$ cat config.mk
export PLATFORM = sky130hd
export DESIGN_NAME = model_host_bridge
export DESIGN_NICKNAME = d
export VERILOG_FILES = /design/src/rtl/model_host_bridge.sv
export SDC_FILE = /design/constraint.sdc
export NUM_CORES = 1
export LEC_CHECK = 0
export ABC_AREA = 1
export CAP_MARGIN = 20
export CORE_MARGIN = 1
export CORE_UTILIZATION = 40
export DETAILED_ROUTE_END_ITERATION = 8
export PLACE_DENSITY_LB_ADDON = 0.3
export SLEW_MARGIN = 20
export SYNTH_ARGS = -nofsm -noshare
export SYNTH_HDL_FRONTEND = slang
export SYNTH_SLANG_ARGS = --single-unit
$ cat constraint.sdc
create_clock -name clk_in -period 2.5 [get_ports clk_in]
set_input_delay 0.375 -clock clk_in [delete_from_list [all_inputs] [get_ports clk_in]]
set_output_delay 0.375 -clock clk_in [all_outputs]
set_load 0.02 [all_outputs]
$ cat src/rtl/model_host_bridge.sv
// Host-side bridge: packs a serial sample stream into one model input vector,
// launches the model, then serializes the model's result onto a valid/ready stream.
module model_host_bridge #(
    parameter int InLen         = 10,
    parameter int OutLen        = 3,
    parameter int NBits         = 12,
    parameter int TimeoutCycles = 4096
) (
    input  logic                          clk_in,
    input  logic                          rst_in,
    input  logic                          s_valid,
    input  logic [NBits-1:0]              s_data,
    output logic                          s_ready,
    input  logic                          mdl_ready,
    output logic                          mdl_in_strobe,
    output logic [InLen-1:0][NBits-1:0]   mdl_in_vec,
    input  logic                          mdl_out_valid,
    output logic                          mdl_out_rd,
    input  logic [OutLen-1:0][NBits-1:0]  mdl_out_vec,
    output logic                          m_valid,
    output logic [NBits-1:0]              m_data,
    input  logic                          m_ready,
    output logic                          busy,
    output logic                          err_timeout,
    output logic [15:0]                   frame_count,
    output logic [1:0]                    dbg_state
);

    localparam int FW = (InLen > 1) ? $clog2(InLen) : 1;
    localparam int DW = (OutLen > 1) ? $clog2(OutLen) : 1;
    localparam int TW = (TimeoutCycles > 1) ? $clog2(TimeoutCycles) : 1;

    localparam logic [FW-1:0] FILL_LAST  = FW'(InLen - 1);
    localparam logic [DW-1:0] DRAIN_LAST = DW'(OutLen - 1);
    localparam logic [TW-1:0] TMO_LAST   = TW'(TimeoutCycles - 1);

    // Encoding is visible on dbg_state: FILL=0, LAUNCH_WAIT=1, RUN=2, DRAIN=3.
    typedef enum logic [1:0] {
        FILL        = 2'd0,
        LAUNCH_WAIT = 2'd1,
        RUN         = 2'd2,
        DRAIN       = 2'd3
    } state_t;

    state_t                       state;
    logic [FW-1:0]                fill_cnt;
    logic [DW-1:0]                drain_cnt;
    logic [TW-1:0]                tmo_cnt;
    logic [OutLen-1:0][NBits-1:0] result;

    assign dbg_state = state;

    // Handshakes: a transfer happens on a rising clk_in edge where valid and ready
    // are both high; valid and data hold steady until that edge.
    always_ff @(posedge clk_in or negedge rst_in) begin
        if (!rst_in) begin
            state         <= FILL;
            fill_cnt      <= '0;
            drain_cnt     <= '0;
            tmo_cnt       <= '0;
            result        <= '0;
            s_ready       <= 1'b1;
            mdl_in_strobe <= 1'b0;
            mdl_in_vec    <= '0;
            mdl_out_rd    <= 1'b0;
            m_valid       <= 1'b0;
            m_data        <= '0;
            busy          <= 1'b0;
            err_timeout   <= 1'b0;
            frame_count   <= '0;
        end else begin
            mdl_in_strobe <= 1'b0;
            mdl_out_rd    <= 1'b0;
            case (state)
                FILL: begin
                    if (s_valid && s_ready) begin
                        mdl_in_vec[fill_cnt] <= s_data;
                        busy                 <= 1'b1;
                        if (fill_cnt == FILL_LAST) begin
                            fill_cnt <= '0;
                            s_ready  <= 1'b0;
                            // An idle model is launched straight away, so LAUNCH_WAIT
                            // only lasts while the model is still busy.
                            if (mdl_ready) begin
                                mdl_in_strobe <= 1'b1;
                                tmo_cnt       <= '0;
                                state         <= RUN;
                            end else begin
                                state <= LAUNCH_WAIT;
                            end
                        end else begin
                            fill_cnt <= fill_cnt + 1'b1;
                        end
                    end
                end
                LAUNCH_WAIT: begin
                    if (mdl_ready) begin
                        mdl_in_strobe <= 1'b1;
                        tmo_cnt       <= '0;
                        state         <= RUN;
                    end
                end
                RUN: begin
                    if (mdl_out_valid) begin
                        result     <= mdl_out_vec;
                        mdl_out_rd <= 1'b1;
                        m_valid    <= 1'b1;
                        m_data     <= mdl_out_vec[0];
                        drain_cnt  <= '0;
                        state      <= DRAIN;
                    end else if (tmo_cnt == TMO_LAST) begin
                        err_timeout <= 1'b1;
                        s_ready     <= 1'b1;
                        busy        <= 1'b0;
                        state       <= FILL;
                    end else begin
                        tmo_cnt <= tmo_cnt + 1'b1;
                    end
                end
                DRAIN: begin
                    if (m_ready) begin
                        if (drain_cnt == DRAIN_LAST) begin
                            m_valid     <= 1'b0;
                            frame_count <= frame_count + 16'd1;
                            drain_cnt   <= '0;
                            s_ready     <= 1'b1;
                            busy        <= 1'b0;
                            state       <= FILL;
                        end else begin
                            drain_cnt <= drain_cnt + 1'b1;
                            m_data    <= result[drain_cnt + 1'b1];
                        end
                    end
                end
                default: state <= FILL;
            endcase
        end
    end

endmodule

==> metrics.md, run 1 <==
| Metric | Value |
|---|---|
| Sink Count | 210 |
| Avg Cell Area, Syn | 9.08 µm² |
| Outcome | complete, no violations |
| ANT cells | 0 |
| Max cap viols | 0 |
| Worst Max-Slew Pin Slew | between 0.5 and 0.6 ns |
| Initial antenna violation count | 0 |
| Area leader, netlist | dfrtp_1 |
| Pin count of the biggest net entering global routing | 67 |
| Commonest non-fill, non-tap cell in the layout | nand2_1 |
| Global-route wire length before repair | 36.5 mm |
| CP endpoint kind | output port |
| Io pins | 210 |
| P_leak | 5.65 nW |
| Layout area overhead | 35.2% |
| Worst vdd ir | between 700 and 800 µV |
| Starting density of the core | 0.407 |
| Total GRT Usage | 0.206 |
| Placed inst area | 11300 µm² |
| Buf/Inv on CP | 1 |
| PwrDens | approximately 1200 nW/µm² |
| Worst-skew pair later-pin latency | ~0.50 ns |
| Worst hold endpoint | result[27] |
| Die footprint | 22800 µm² |
| Startpoint of the worst register-to-register path | drain_cnt[0] |
| Fin. max-slew vios | 0 |
| Max H-tree Level | 1 |
| Hold-fix buffers at CTS | 1 |
| Die width | 151 µm |
| Synthesized net count | between 1000 and 1500 |
| Max stage delay on crit path | between 0.6 and 0.7 ns |
| Share of layout cells above drive strength 1 | 0.0673 |
| Fin Setup TNS | 0 ns |
| Final Hold Vio Count | 0 |
| Max transition margin | 0.601 |
| Post-CTS resize count | 0 |
| RSZ-0062 raised after global routing | false |
| FP Rows | 54 |
| RR Endpoint | m_data[2] |
| WL per Instance | 15.5 µm |
| Clock Path Buffers | 3 |
| Worst-path clk slew | 0.06 ns |
| Ranking of synthesized cells by area | dfrtp_1 (59%), nand2_1 (13%), o21ai_0 (7.4%) |
| Crit path DAT | about 1.8 ns |
| Worst Path Max Fanout | 10 |
| Antenna Nets Post-Route | 0 |
| Peak Freq | 466 MHz |
| Hold Startpoint | mdl_out_vec[27] |
| Prevailing post-synth register cell | dfrtp_1 |
| Die Y | 151 µm |
| Worst Reg-to-Reg Cells | 8 |
| Critical Path Start Type | register |
| Yosys top cell area share | 0.588 |
| Number of synthesized flops with an enable pin | 0 |
| Post-CTS Setup Bufs | 0 |
| Crit path kind | reg2out |
| Setup skew after layout | 0.0110 ns |
| Instance count of the mapped netlist | 979 |
| Number of vias per cell | 4.83 |
| Syn Std Cell Area | 8890 µm² |
| Vias | 7162 |
| DRT Pass-1 Iters | 5 |
| Most frequent cells in the layout | nand2_1 (313), dfrtp_1 (209), clkdlybuf4s50_1 (208) |
| Period utilisation layout | 0.858 |
| Global route overflow | 0 |
| CTS tree | done |
| Initial drt markers | 367 |
| CP Cell Sequence | clkdlybuf4s50_1 |
| Asr flop ratio synth | 1.00 |
| Ys Warns | 0 |
| Vias in the first global route | 6858 |
| CORE AREA | 21800 µm² |
| CP delay by family, top | buffers and inverters |
| # DRC | 0 |
| Nets | 1247 |
| Min Tclk post-route | between 2 and 2.5 ns |
| Worst min path class | in2reg |
| Yosys reg bits | 210 |
| Port bufs | ~210 |
| Reg2reg setup slack | 0.60 ns |
| Hold path depth | 3 |
| Seq/Total Area, Yosys | 0.591 |
| Final Core Density | 0.551 |
| Post-route cell area | 12000 µm² |
| Final Wtd Congestion | 0.806 |
| Setup violators final | 0 |
| Worst EP required | 2.12 ns |
| Total CTS buffers | 23 |
| Root Driver | clkbuf_16 |
| Post-DP HPWL | roughly 16 mm |
| Final wirelength | between 20 and 25 mm |
| Unique cell type count in the Yosys netlist | 39 |
| Crit-path slowest cell | clkdlybuf4s50_1 |
-- power by group --
part	internal (W)	switching, W
clock	0.00200	0.00130
combinational	0.00260	0.00348
sequential	0.00471	0.000801
total	0.00930	0.00558
-- worst reg2reg max path, delay by kind of cell (launching register included) --
| kind | cells | cell delay [ns] |
|---|---|---|
| AOI/OAI and AO/OA | 1 | 0.09 |
| adders and majority gates | 1 | 0.52 |
| buffers and inverters | 2 | 0.42 |
| DFF | 1 | 0.37 |
| and+or+nand+nor | 4 | 0.40 |
-- cell type report --
cell class	instances	area (µm²)
fill	1984	9800
sequential	210	5260
multi-input combinational	641	3080
timing repair buffer	222	2250
clock buffer	36	694
tap	280	350
inverter	90	343
clock inverter	4	48.8
-- per-stage QoR --
stage | hold slack [ns] | cells | setup WS, ns | total power (W)
2_1_floorplan | 0.0794 | 979 | 0.576 | 0.00883
3_3_place_gp | 0.423 | 1442 | 0.532 | 0.0115
3_5_place_dp | 0.417 | 1442 | 0.481 | 0.0116
4_1_cts | 0.389 | 1483 | 0.336 | 0.0150
5_1_grt | 0.414 | 1483 | 0.279 | 0.0158
6_report | 0.408 | 1483 | 0.355 | 0.0149
-- state kept, by name, indices dropped and copies added (netlist names) --
signal and cells:
busy 1, dbg_state 2, drain_cnt 2, err_timeout 1, fill_cnt 4, frame_count 16
m_data 12, m_valid 1, mdl_in_strobe 1, mdl_in_vec 120, mdl_out_rd 1, result 36
s_ready 1, tmo_cnt 12
-- cell families after synthesis --
logic type                 after synthesis  share of synthesized area
buffers and inverters                  128                     0.0619
DFF                                    210                      0.591
xor gates and xnor gates                14                     0.0138
adders and majority gates                5                    0.00704
and+or+nand+nor                        421                      0.209
AOI/OAI and AO/OA                      200                      0.116
muxes                                    1                    0.00127
-- worst max path at each step --
stage | from | end | slack [ns] | cells after the start
after floorplan | drain_cnt[0] | m_data[2] | 0.58 | 11
after global placement | s_valid | tmo_cnt[0] | 0.53 | 8
after detailed placement | mdl_out_valid | tmo_cnt[8] | 0.48 | 8
after CTS | dbg_state[1] | dbg_state[1] | 0.34 | 1
after global routing | dbg_state[1] | dbg_state[1] | 0.28 | 1
final | dbg_state[1] | dbg_state[1] | 0.36 | 1
-- routing by layer --
layer / track usage / wire length [µm] / up-vias
met3: 0.0660 / 2150 / 27
met4: 0.0445 / 340 / 0
met1: 0.281 / 10200 / 3363
met2: 0.321 / 10200 / 214
li1: - / - / 3558
met5: 0 / 0 / -
-- cells in the mapped netlist, types with 6 or more instances --
master and instances:
xnor2_1 6, xor2_1 8, nor2_1 36, nand2_1 313
buf_2 20, o21ai_1 41, clkbuf_1 9, o21ai_0 132
inv_2 6, dfrtp_1 209, nand3_1 40, inv_1 82
a21oi_1 16
Note: power is estimated with default switching activity, not from simulation.
==> run 2: changes to the inputs <==
- clock period: 2.5 -> 2.3 ns (I/O delays scaled with it)
==> run 2 against run 1 <==
  * Flip-flop and latch count did not move
  * Clock power rose by 21%
  * Via count increased by 0.49%
  * Highest routed layer unchanged
  * Clock-buffer cell count decreased by 6
  * Critical path depth is the same
  * Combinational power rose by 9.4%
  * Routed wire length up 1.9%
  * Clock skew decreased by 0.0011 ns
  * Sequential share of layout area decreased by 0.43 points
  * Core utilization increased by 0.54 points
==> metrics.md, run 2 (synthesized netlist as in run 1, its figures left out) <==
| Metric | Value |
|---|---|
| Outcome | complete, no violations |
| Initial antenna violation count | 0 |
| Peak Freq | roughly 470 MHz |
| PwrDens | 1370 nW/µm² |
| Crit path kind | reg2out |
| Die Y | 151 µm |
| Total CTS buffers | 24 |
| Max H-tree Level | 1 |
| Worst vdd ir | 821 µV |
| Vias in the first global route | 6842 |
| Worst-path clk slew | ~0.060 ns |
| Post-CTS resize count | 0 |
| Global-route wire length before repair | around 37 mm |
| Clock Path Buffers | 3 |
| CORE AREA | roughly 22000 µm² |
| Worst Max-Slew Pin Slew | 0.588 ns |
| Number of vias per cell | 4.83 |
| Period utilisation layout | 0.927 |
| Sink Count | 210 |
| Buf/Inv on CP | 1 |
| Crit path DAT | approximately 1.8 ns |
| Die footprint | 22800 µm² |
| FP Rows | 54 |
| Critical Path Start Type | register |
| Final Wtd Congestion | 0.818 |
| Crit path depth | 1 |
| Die width | roughly 150 µm |
| Pin count of the biggest net entering global routing | 66 |
| Root Driver | clkbuf_16 |
| Total GRT Usage | 0.206 |
| DRT Pass-1 Iters | 4 |
| Worst EP required | 1.96 ns |
| CTS tree | done |
| ANT cells | 0 |
| Min Tclk post-route | roughly 2.1 ns |
| CP delay by family, top | buffers and inverters |
| Worst min path class | in2reg |
| CP endpoint kind | output port |
| Fin. max-slew vios | 0 |
| Final wirelength | 23.4 mm |
| Post-route cell area | 12100 µm² |
| RSZ-0062 raised after global routing | false |
| Share of layout cells above drive strength 1 | 0.0752 |
| Io pins | 210 |
| Worst Path Max Fanout | 10 |
| Port bufs | about 210 |
| Post-DP HPWL | between 15 and 20 mm |
| Max reg flops | 120 |
| Antenna Nets Post-Route | 0 |
| WL per Instance | 15.7 µm |
| Most frequent cells in the layout | nand2_1 (313), dfrtp_1 (209), clkdlybuf4s50_1 (208) |
| Max cap viols | 0 |
| Vias | 7197 |
| Top reg by flops | mdl_in_vec |
| Crit-path slowest cell | clkdlybuf4s50_1 |
| CP Cell Sequence | clkdlybuf4s50_1 |
| Commonest non-fill, non-tap cell in the layout | nand2_1 |
| Layout area overhead | 36.6% |
| Final Hold Vio Count | 0 |
| Placed inst area | 11300 µm² |
| # DRC | 0 |
| Nets | about 1300 |
| Max stage delay on crit path | 0.69 ns |
| Fin Setup TNS | 0 ns |
| Setup violators final | 0 |
| Initial drt markers | 436 |
| Final Core Density | 0.556 |
| Largest regs | mdl_in_vec (120), result (36), frame_count (16) |
| Global route overflow | 0 |
| Worst Reg-to-Reg Cells | 8 |
| Setup skew after layout | 0.00988 ns |
| Fillers | 1969 |
| Worst-skew pair later-pin latency | 0.51 ns |
| Hold path depth | 3 |
| WHS | 0.376 ns |
| Max transition margin | 0.608 |
| P_leak | ~5.7 nW |
| Starting density of the core | 0.407 |
## run 2: cell count changes in the layout (fill, tap and decap cells not counted), sizes merged
cell / before / now
buf: 12 / 16
bufinv: 1 / 4
clkbuf: 37 / 31
clkinv: 4 / 10
clkinvlp: 0 / 1
inv: 89 / 88
## run 2: worst register-to-register path: stages (launching register included)
cell and delay (ns):
dfrtp_1 0.38, clkinv_1 0.13, ha_1 0.50, nand2_1 0.10, inv_1 0.30, nand2_1 0.09, nand3_1 0.09, nand3_1 0.07
o21ai_0 0.11
## run 2: final timing paths
path | from | to | slack, ns
max | dbg_state[1] | dbg_state[1] | 0.17
min | mdl_out_vec[29] | result[29] | 0.38
max reg2reg | drain_cnt[0] | m_data[6] | 0.43
min reg2reg | busy | busy | 0.47
max in group asynchronous | rst_in | mdl_in_vec[106] | 1.22
min in group asynchronous | rst_in | result[35] | 0.41
## run 2: repair_timing
action,4_1_cts,5_1_grt
endpoints found under the hold margin,58,0
setup buffers,0,0
hold buffers,1,0
## run 2: final cells by class
| type | instances | area, µm² | share of cell area |
|---|---|---|---|
| flip-flops and latches | 210 | 5260 | 0.433 |
| multi-input cells | 641 | 3080 | 0.254 |
| repair buffers | 226 | 2280 | 0.187 |
| clock buffers | 30 | 653 | 0.0538 |
| well taps | 280 | 350 | 0.0289 |
| inverters | 90 | 343 | 0.0282 |
| clock inverters | 13 | 179 | 0.0147 |
## run 2: metrics by stage
stage               total power (W)  setup slack [ns]  std cells
finish                       0.0166             0.167       1490
global route                 0.0177             0.102       1490
CTS                          0.0168             0.138       1490
detailed placement           0.0127             0.328       1446
global placement             0.0126             0.387       1446
floorplan                   0.00959             0.376        979
## run 2: power breakdown
part           internal [W]  switching, W
Sequential          0.00512      0.000881
Clock               0.00246       0.00151
Combinational       0.00287       0.00378
## run 2: routing by layer
layer	track usage	vias to the layer above	wire length (µm)	share of wire
li1	-	3575	-	-
met1	0.289	3389	10600	0.45
met2	0.314	212	10500	0.45
met3	0.0672	21	2140	0.091
met4	0.0370	0	206	0.0088
met5	0	-	0	0
